File: config.mk
export PLATFORM = sky130hd
export DESIGN_NAME = disp_clk_monitor
export DESIGN_NICKNAME = d
export VERILOG_FILES = /design/src/rtl/disp_clk_monitor_pkg.sv /design/src/rtl/disp_clk_monitor_sync_2ff.sv /design/src/rtl/disp_clk_monitor.sv
export SDC_FILE = /design/constraint.sdc
export NUM_CORES = 1
export LEC_CHECK = 0
export ABC_AREA = 1
export BUFFER_PORTS_ARGS = -buffer_cell sky130_fd_sc_hd__buf_2
export CORE_MARGIN = 3
export CORE_UTILIZATION = 35
export DETAILED_ROUTE_END_ITERATION = 16
export GPL_TIMING_DRIVEN = 1
export PLACE_DENSITY = 0.53
export SLEW_MARGIN = 40
export SYNTH_ARGS = -nofsm -noshare
export SYNTH_HDL_FRONTEND = slang
export SYNTH_SLANG_ARGS = --single-unit
File: constraint.sdc
create_clock -name clk_in -period 2.2 [get_ports clk_in]
set_input_delay 0.22 -clock clk_in [delete_from_list [all_inputs] [get_ports clk_in]]
set_output_delay 0.22 -clock clk_in [all_outputs]
set_load 0.02 [all_outputs]
File: src/rtl/disp_clk_monitor_pkg.sv
// Shared types and defaults for the display clock monitor.
// Holds the FSM encoding, count width and window limits.
package disp_clk_monitor_pkg;

  localparam int CNT_W         = 16;
  localparam int DEF_WINDOW    = 1024;
  localparam int DEF_MIN_CNT   = 120;
  localparam int DEF_MAX_CNT   = 136;
  localparam int DEF_SETTLE    = 256;
  localparam int DEF_RST_PULSE = 16;
  localparam int DEF_MAX_RETRY = 3;

  typedef enum logic [2:0] {
    ST_IDLE,
    ST_SETTLE,
    ST_MEASURE,
    ST_FAULT,
    ST_HOLDOFF,
    ST_DEAD
  } mon_state_e;

  function automatic logic [CNT_W-1:0] sat_inc(
    input logic [CNT_W-1:0] v,
    input logic             en
  );
    if (en && (v != '1)) return v + CNT_W'(1);
    return v;
  endfunction

endpackage

File: src/rtl/disp_clk_monitor_sync_2ff.sv
// Two-flop synchronizer for a single asynchronous level.
// Both stages clear on rst_n so no stale level survives reset.
module sync_2ff (
  input  logic clk_in,
  input  logic rst_n,
  input  logic d,
  output logic q
);

  logic meta;

  always_ff @(posedge clk_in or negedge rst_n) begin
    if (!rst_n) begin
      meta <= 1'b0;
      q    <= 1'b0;
    end else begin
      meta <= d;
      q    <= meta;
    end
  end

endmodule

File: src/rtl/disp_clk_monitor.sv
// Display clock frequency monitor: counts disp_tog transitions
// per window, requests PLL re-lock on faults, latches dead.
module disp_clk_monitor
  import disp_clk_monitor_pkg::*;
#(
  parameter int WINDOW    = DEF_WINDOW,
  parameter int MIN_CNT   = DEF_MIN_CNT,
  parameter int MAX_CNT   = DEF_MAX_CNT,
  parameter int SETTLE    = DEF_SETTLE,
  parameter int RST_PULSE = DEF_RST_PULSE,
  parameter int MAX_RETRY = DEF_MAX_RETRY
) (
  input  logic             clk_in,
  input  logic             rst_n,
  input  logic             disp_tog,
  input  logic             disp_clk_ok,
  output logic             pll_rst_req,
  output logic             clk_good,
  output logic [CNT_W-1:0] meas_count,
  output logic [1:0]       fault_cnt,
  output logic             dead
);

  logic tog_s;
  logic tog_d;
  logic ok_s;
  logic tog_edge;

  sync_2ff u_tog_sync (
    .clk_in (clk_in),
    .rst_n  (rst_n),
    .d      (disp_tog),
    .q      (tog_s)
  );

  sync_2ff u_ok_sync (
    .clk_in (clk_in),
    .rst_n  (rst_n),
    .d      (disp_clk_ok),
    .q      (ok_s)
  );

  always_ff @(posedge clk_in or negedge rst_n) begin
    if (!rst_n) tog_d <= 1'b0;
    else        tog_d <= tog_s;
  end

  assign tog_edge = tog_s ^ tog_d;

  mon_state_e       state_q;
  mon_state_e       state_d;
  logic [CNT_W-1:0] timer_q;
  logic [CNT_W-1:0] timer_d;
  logic [CNT_W-1:0] ecnt_q;
  logic [CNT_W-1:0] ecnt_d;
  logic [CNT_W-1:0] win_cnt;
  logic [CNT_W-1:0] meas_d;
  logic [1:0]       fault_d;
  logic [1:0]       fault_inc;
  logic             good_d;
  logic             pll_d;
  logic             dead_d;
  logic             win_end;
  logic             in_range;
  logic             settle_done;
  logic             pulse_done;
  logic             retry_out;

  // Terminal-cycle edge is folded into the closing window
  assign win_cnt     = sat_inc(ecnt_q, tog_edge);
  assign win_end     = timer_q == CNT_W'(WINDOW - 1);
  assign in_range    = (win_cnt >= CNT_W'(MIN_CNT)) &&
                       (win_cnt <= CNT_W'(MAX_CNT));
  assign settle_done = timer_q == CNT_W'(SETTLE - 1);
  assign pulse_done  = timer_q == CNT_W'(RST_PULSE - 1);
  assign fault_inc   = (fault_cnt == 2'd3) ? 2'd3
                                           : fault_cnt + 2'd1;
  assign retry_out   = int'(fault_cnt) >= MAX_RETRY;

  always_ff @(posedge clk_in or negedge rst_n) begin
    if (!rst_n) state_q <= ST_IDLE;
    else        state_q <= state_d;
  end

  always_comb begin
    state_d = state_q;
    unique case (state_q)
      ST_IDLE: begin
        if (ok_s) state_d = ST_SETTLE;
      end
      ST_SETTLE: begin
        if (!ok_s)            state_d = ST_IDLE;
        else if (settle_done) state_d = ST_MEASURE;
      end
      ST_MEASURE: begin
        if (!ok_s)                     state_d = ST_FAULT;
        else if (win_end && !in_range) state_d = ST_FAULT;
      end
      ST_FAULT: begin
        if (retry_out)       state_d = ST_DEAD;
        else if (pulse_done) state_d = ST_HOLDOFF;
      end
      ST_HOLDOFF: begin
        // Only a fresh ok after a seen drop is trusted
        if (!ok_s) state_d = ST_IDLE;
      end
      ST_DEAD: begin
        state_d = ST_DEAD;
      end
      default: state_d = ST_IDLE;
    endcase
  end

  always_comb begin
    timer_d = '0;
    ecnt_d  = '0;
    meas_d  = meas_count;
    good_d  = clk_good;
    fault_d = fault_cnt;
    unique case (state_q)
      ST_SETTLE: begin
        if (state_d == ST_SETTLE) timer_d = timer_q + CNT_W'(1);
      end
      ST_MEASURE: begin
        if (!ok_s) begin
          good_d  = 1'b0;
          fault_d = fault_inc;
        end else if (win_end) begin
          meas_d = win_cnt;
          if (in_range) begin
            good_d  = 1'b1;
            fault_d = 2'd0;
          end else begin
            good_d  = 1'b0;
            fault_d = fault_inc;
          end
        end else begin
          timer_d = timer_q + CNT_W'(1);
          ecnt_d  = win_cnt;
        end
      end
      ST_FAULT: begin
        if (state_d == ST_FAULT) timer_d = timer_q + CNT_W'(1);
      end
      ST_DEAD: begin
        good_d = 1'b0;
      end
      default: begin
        timer_d = '0;
      end
    endcase
    pll_d  = (state_d == ST_FAULT) && (int'(fault_d) < MAX_RETRY);
    dead_d = state_d == ST_DEAD;
  end

  always_ff @(posedge clk_in or negedge rst_n) begin
    if (!rst_n) begin
      timer_q     <= '0;
      ecnt_q      <= '0;
      meas_count  <= '0;
      clk_good    <= 1'b0;
      fault_cnt   <= 2'd0;
      pll_rst_req <= 1'b0;
      dead        <= 1'b0;
    end else begin
      timer_q     <= timer_d;
      ecnt_q      <= ecnt_d;
      meas_count  <= meas_d;
      clk_good    <= good_d;
      fault_cnt   <= fault_d;
      pll_rst_req <= pll_d;
      dead        <= dead_d;
    end
  end

endmodule

==> flow_summary.json, run 1 <==
{
  "status": "completed",
  "setup_viol": 0,
  "grt_pass1_vias": 2740,
  "num_rows": 34,
  "p_seq_share_pct": 51.8,
  "coreArea_um2": 8810,
  "whs_ps": 349,
  "cts_root_buf": "clkbuf_8",
  "drv_slew": 0,
  "maxSlewHeadroom_pct": 62.4,
  "hold_violations": 0,
  "drive_gt1_share_pct": 28.5,
  "layoutNonFillerInstCount": 586,
  "worst_slack_ps": 23.7,
  "holdCritPathClass": "reg2reg",
  "initialDrtViolationCount": 89,
  "post_drt_wl_per_cell_um": 12.9,
  "io_pins": 25,
  "maxCapViolations": 0,
  "die-area_um2": 10300,
  "final_cell_mix": "nand2_1 (89), dfrtp_1 (59), inv_1 (56)",
  "cts_buffers": 9,
  "dieHeight_um": 102,
  "n_antenna_cell": 0,
  "tightest_slew_ps": 565,
  "period_needed_ps": 2180,
  "ant_nets": 0,
  "p_int_mw": 1.65,
  "synthArstFlopShare_pct": 100,
  "synth_fp_nets": 412,
  "ys_warn_count": 0,
  "die_width_um": 102,
  "layout.nets": 479,
  "p_leak_nw": 1.87,
  "avgSynthCellArea_um2": 7.90,
  "syn_area_um2": 3210,
  "worstPathCellList": "ha_4 > inv_4 > nor2_4 > nand2_4 > nor2_4 > nor2_4 > buf_6 > nand3_2 > nand2_2 > nand2_1 > nor2_1 > nand2_1 > nand2_1 > nand3_2 > nand2_1 > nand2_2 > nand2_1 > nand2_1 > nand2_1 > a21oi_2",
  "area_delta_synth_final_pct": 27.7,
  "fmax_mhz": 459,
  "grt_setup_unrepaired": "yes",
  "crit_family": "simple AND/OR/NAND/NOR gates",
  "fin_total_pwr_mw": 2.19,
  "synth.distinct_cells": 37,
  "final_area_um2": 4100,
  "crit_type": "reg2reg",
  "cp_common_cell": "nand2_1",
  "cts.sinks": 61,
  "ys_seq_area_share_pct": 47.6,
  "ys_ff_latch": 61,
  "initial_core_util_pct": 36.4,
  "insertion_delay_ps": 340,
  "synth_edf_count": 0,
  "p_switching_mw": 0.541,
  "cp_data_required_time_ps": 2430,
  "synth_ff_type": "dfrtp_1",
  "place_area_um2": 3660,
  "finalClockSkew_ps": 6.90,
  "syn_inst": 406,
  "vias": 2820,
  "layout_commonest_cell": "nand2_1",
  "grtUsageTotal_pct": 15.3,
  "cts_tree": "done",
  "grt-ovfl-total": 0,
  "path_clk_slew_ps": 70,
  "antenna_found_initial": 0,
  "place_ws_ps": -26.6,
  "slowest_stage": "dfrtp_1",
  "clk_path_buf_depth": 2,
  "grt_start_max_net_pins": 62,
  "worstPathMaxFanout": 6,
  "swShare_pct": 24.7,
  "p_per_area_nw_per_um2": 534,
  "h-tree-depth": 3,
  "gp_congestion": 0.938,
  "crit_buf_inv": 2,
  "io_buffer_count": 24,
  "slowest_delay_ps": 420,
  "drc": 0,
  "setup.worst_path.end_class": "flip-flop",
  "clockPowerShare_pct": 41.9,
  "dp_hpwl_um": 5190,
  "dr.pass1.iters": 4,
  "cp.arrival_ps": 2410,
  "via_per_inst": 4.81,
  "dp.cells": 558,
  "comb_power_share_pct": 6.4,
  "min_period_over_period_pct": 98.9,
  "wirelength_um": 7550,
  "peakVddDrop_mv": 0.280,
  "grt_pass1_wl_um": 12600,
  "cp-start-kind": "flip-flop"
}
[power by group through the flow]
stage               clock (mW)  combinational, mW  sequential [mW]
floorplan                    0             0.0549             1.15
global placement             0              0.124             1.15
detailed placement           0              0.124             1.15
CTS                      0.949              0.127             1.13
global route              1.00              0.155             1.13
finish                   0.916              0.140             1.13
[synth_stat cells (all sizes together), types with 2 or more instances]
cell	count	area (um2)
nor2	63	297
clkbuf	4	15.0
nor3	16	80.1
nor4	4	25.0
xnor2	3	33.8
inv	59	221
buf	2	10.0
a31oi	2	18.8
nand4	6	37.5
nand2	107	439
clkinv	2	7.51
dfrtp	61	1530
a211oi	4	30.0
xor2	7	68.8
ha	2	25.0
nand3	24	130
o21ai	29	168
a21oi	5	28.8
[logic make-up (layout without fill, tap and decap cells)]
family	after synthesis	in the layout	share of synthesized area, %
buffers and inverters	67	139	7.92
DFF	61	61	47.6
AOI/OAI and AO/OA	44	44	8.62
xor gates and xnor gates	10	10	3.20
and+or+nand+nor	222	222	31.9
adders and majority gates	2	2	0.780
[sequential cells by signal, indices dropped and copies added (netlist names)]
register         count
fault_cnt            2
u_tog_sync.q         1
pll_rst_req          1
u_ok_sync.meta       1
timer_q             16
u_tog_sync.meta      1
dead                 1
meas_count          16
u_ok_sync.q          1
clk_good             1
state_q              3
tog_d                1
ecnt_q              16
[routing by layer]
metal / wire (um) / track usage [%] / share of wire [%]
met1: 3490 / 19.5 / 46
met2: 3720 / 25.5 / 49
met3: 224 / 3.79 / 3.0
met4: 110 / 5.11 / 1.5
met5: 0 / 0 / 0
[path summary, 6_finish.rpt]
path                                               start                          to  slack [ps]  cells past startpoint
worst max-delay path                 ecnt_q[1]$_DFF_PN0_       pll_rst_req$_DFF_PN0_          20                     20
worst min-delay path            u_ok_sync.meta$_DFF_PN0_       u_ok_sync.q$_DFF_PN0_         350                      0
worst max register to register       ecnt_q[1]$_DFF_PN0_       pll_rst_req$_DFF_PN0_          20                     20
worst min register to register  u_ok_sync.meta$_DFF_PN0_       u_ok_sync.q$_DFF_PN0_         350                      0
max in group asynchronous                          rst_n         ecnt_q[2]$_DFF_PN0_        1270                      3
min in group asynchronous                          rst_n  meas_count[15]$_DFFE_PN0P_         480                      3
[area by class of cell]
class                   instances  area, um2
clock buffers                  12        155
flip-flops and latches         61       1530
well taps                     108        135
multi-input cells             278       1570
fillers                       866       4710
inverters                      61        231
repair buffers                 62        453
clock inverters                 4       22.5
[stage by stage]
stage | utilization (%) | TNS, ps
finish | 46.5 | 0
global placement | 41.5 | -18.6
CTS | 43.9 | 0
detailed placement | 41.5 | -26.6
floorplan | - | 0
global route | 46.5 | -408
[what timing repair did]
action | CTS | global route
endpoints found under the setup margin | 1 | 37
hold buffers | 2 | 1
gates resized for setup | 4 | 39
pin swaps | 1 | 22
endpoints found under the hold margin | 2 | 29
buffers inserted | 0 | 9
Note: power is estimated with default switching activity, not from simulation.
==> inputs of run 2 (changes only) <==
--- a/config.mk
+++ b/config.mk
@@ -9,7 +9,7 @@
 export BUFFER_PORTS_ARGS = -buffer_cell sky130_fd_sc_hd__buf_2
-export CORE_MARGIN = 3
-export CORE_UTILIZATION = 35
+export CORE_MARGIN = 5
+export CORE_UTILIZATION = 54
 export DETAILED_ROUTE_END_ITERATION = 16
 export GPL_TIMING_DRIVEN = 1
-export PLACE_DENSITY = 0.53
+export PLACE_DENSITY = 0.76
 export SLEW_MARGIN = 40
==> constraint.sdc (replaced) <==
create_clock -name clk_in -period 2.2 [get_ports clk_in]
set_input_delay 0.55 -clock clk_in [delete_from_list [all_inputs] [get_ports clk_in]]
set_output_delay 0.55 -clock clk_in [all_outputs]
set_load 0.02 [all_outputs]
==> flow_summary.json, run 2 (synthesis gave the netlist of run 1 again) <==
{
  "status": "completed",
  "cp_common_cell": "nand2_1",
  "slowest_delay_ps": 450,
  "maxCapViolations": 0,
  "cts_tree": "done",
  "setup_viol": 0,
  "area_delta_synth_final_pct": 20.6,
  "slowest_stage": "dfrtp_1",
  "grt_start_max_net_pins": 34,
  "fmax_mhz": 461,
  "drv_slew": 0,
  "io_pins": 25,
  "cts.sinks": 61,
  "grt-ovfl-total": 0,
  "coreArea_um2": 5850,
  "crit_type": "reg2reg",
  "layout.nets": 461,
  "grt_busiest_layer": "met2",
  "reg2regPathDepth": 16,
  "crit-reg2reg-capture": "pll_rst_req$_DFF_PN0_",
  "vias": 2807,
  "crit_buf_inv": 1,
  "die_width_um": 87.1,
  "layout_commonest_cell": "nand2_1",
  "initialDrtViolationCount": 197,
  "gp_congestion": 0.911,
  "grt_pass1_wl_um": 11900,
  "cp_data_required_time_ps": 2420,
  "reg_top3": "ecnt_q (16), meas_count (16), timer_q (16)",
  "final_core_util_pct": 66.1,
  "whs_ps": 223,
  "rrSetupSlack_ps": 30,
  "gr-usage-met1_pct": 25.1,
  "ant_nets": 0,
  "grt_pass1_vias": 2681,
  "cts_hold_buf": 0,
  "dr.pass1.iters": 5,
  "cts_buffers": 9,
  "num_rows": 28,
  "p_per_area_nw_per_um2": 584,
  "clk_path_buf_depth": 2,
  "fin_total_pwr_mw": 2.26,
  "maxSlewHeadroom_pct": 59.9,
  "via_per_inst": 5.26,
  "tightest_slew_ps": 602,
  "n_antenna_cell": 0,
  "cp.arrival_ps": 2400,
  "r2r_start": "ecnt_q[3]$_DFF_PN0_",
  "hold_violations": 0,
  "critical_path.startpoint": "ecnt_q[3]$_DFF_PN0_",
  "worstPathCellList": "nand2_2 > nor2_4 > nand2_4 > o21ai_4 > buf_4 > o21ai_1 > nor2_1 > nand2_1 > nand2_1 > nand3_2 > nand2_2 > nand2_2 > nand2_1 > nand2_1 > nand2_1 > a21oi_2",
  "initial_core_util_pct": 54.8,
  "crit_family": "simple AND/OR/NAND/NOR gates",
  "worstPathMaxFanout": 6,
  "cts_root_buf": "clkbuf_8",
  "drive_gt1_share_pct": 24.4,
  "drc": 0,
  "die-area_um2": 7580,
  "post_drt_wl_per_cell_um": 13.2,
  "period_needed_ps": 2170,
  "dieHeight_um": 87.1,
  "grtUsageTotal_pct": 20.1,
  "grt_setup_unrepaired": "yes",
  "path_clk_slew_ps": 70,
  "crit_cells": 16,
  "grtUsageMet3_pct": 4.82,
  "setup.worst_path.end_class": "flip-flop",
  "insertion_delay_ps": 340,
  "holdCritPathClass": "in2async",
  "worstSetupEndpoint": "pll_rst_req$_DFF_PN0_",
  "n_fill_cell": 458,
  "dp_hpwl_um": 4910,
  "grtUsageMet2_pct": 33.8,
  "h-tree-depth": 3,
  "io_buffer_count": 24,
  "antenna_found_initial": 0,
  "wirelength_um": 7050,
  "min_period_over_period_pct": 98.7,
  "peakVddDrop_mv": 0.425,
  "final_cell_mix": "nand2_1 (90), dfrtp_1 (59), inv_1 (56)",
  "p_leak_nw": 1.77,
  "cp-start-kind": "flip-flop",
  "finalClockSkew_ps": 8.57
}
-- run 2: cell count changes in the layout (fill, tap and decap cells not counted), moves of 2 or more --
cell,previous run,this run
buf_4,29,15
buf_6,4,2
dlygate4sd3_1,3,0
nand3_1,17,21
nand3_2,6,3
nor2_1,44,46
-- run 2: worst min-delay path by stage --
stage | to | slack [ps] | start | cells after the start
4_1_cts | ecnt_q[14]$_DFF_PN0_ | 230 | rst_n | 1
6_report | timer_q[5]$_DFF_PN0_ | 220 | rst_n | 1
5_1_grt | ecnt_q[14]$_DFF_PN0_ | 260 | rst_n | 1
3_3_place_gp | u_ok_sync.q$_DFF_PN0_ | 330 | u_ok_sync.meta$_DFF_PN0_ | 0
2_1_floorplan | clk_good$_DFFE_PN0P_ | 250 | rst_n | 0
3_5_place_dp | u_tog_sync.q$_DFF_PN0_ | 340 | u_tog_sync.meta$_DFF_PN0_ | 0
-- run 2: per-layer routing --
metal	up-vias	wire length [um]
li1	1385	-
met1	1331	3040
met2	81	3550
met3	10	348
met4	0	114
met5	-	0
-- run 2: final cells by class --
cell class	count	area [um2]	share of cell area [%]
Multi-Input combinational cell	278	1500	38.8
Clock buffer	11	151	3.91
Inverter	61	229	5.92
Sequential cell	61	1530	39.5
Timing Repair Buffer	44	315	8.15
Clock inverter	4	47.5	1.23
Tap cell	75	93.8	2.43
-- run 2: power breakdown --
part	internal [mW]	total, mW	switching [mW]
clock network	0.574	1.00	0.430
logic	0.0438	0.124	0.0801
registers	1.13	1.13	0.00452
total	1.75	2.26	0.514
-- run 2: worst reg2reg max path, delay by kind of cell (launching register included) --
kind | cells | cell delay [ps]
AND/OR/NAND/NOR | 12 | 1070
buffers and inverters | 1 | 160
AO/OA/AOI/OAI | 3 | 360
flip-flops | 1 | 450
-- run 2: timing repair --
| action | CTS | global route |
|---|---|---|
| resized for setup | 4 | 22 |
| endpoints found under the setup margin | 8 | 37 |
| setup buffers | 3 | 4 |
| pin swaps | 2 | 6 |
-- run 2: stage by stage --
step | area (um2) | setup slack, ps | setup TNS [ps] | std cells
2_1_floorplan | 3210 | 52.1 | 0 | 406
3_3_place_gp | 3530 | -8.86 | -8.86 | 512
3_5_place_dp | 3530 | -66.4 | -194 | 512
4_1_cts | 3760 | 6.50 | 0 | 530
5_1_grt | 3870 | -154 | -1130 | 534
6_report | 3870 | 29.6 | 0 | 534
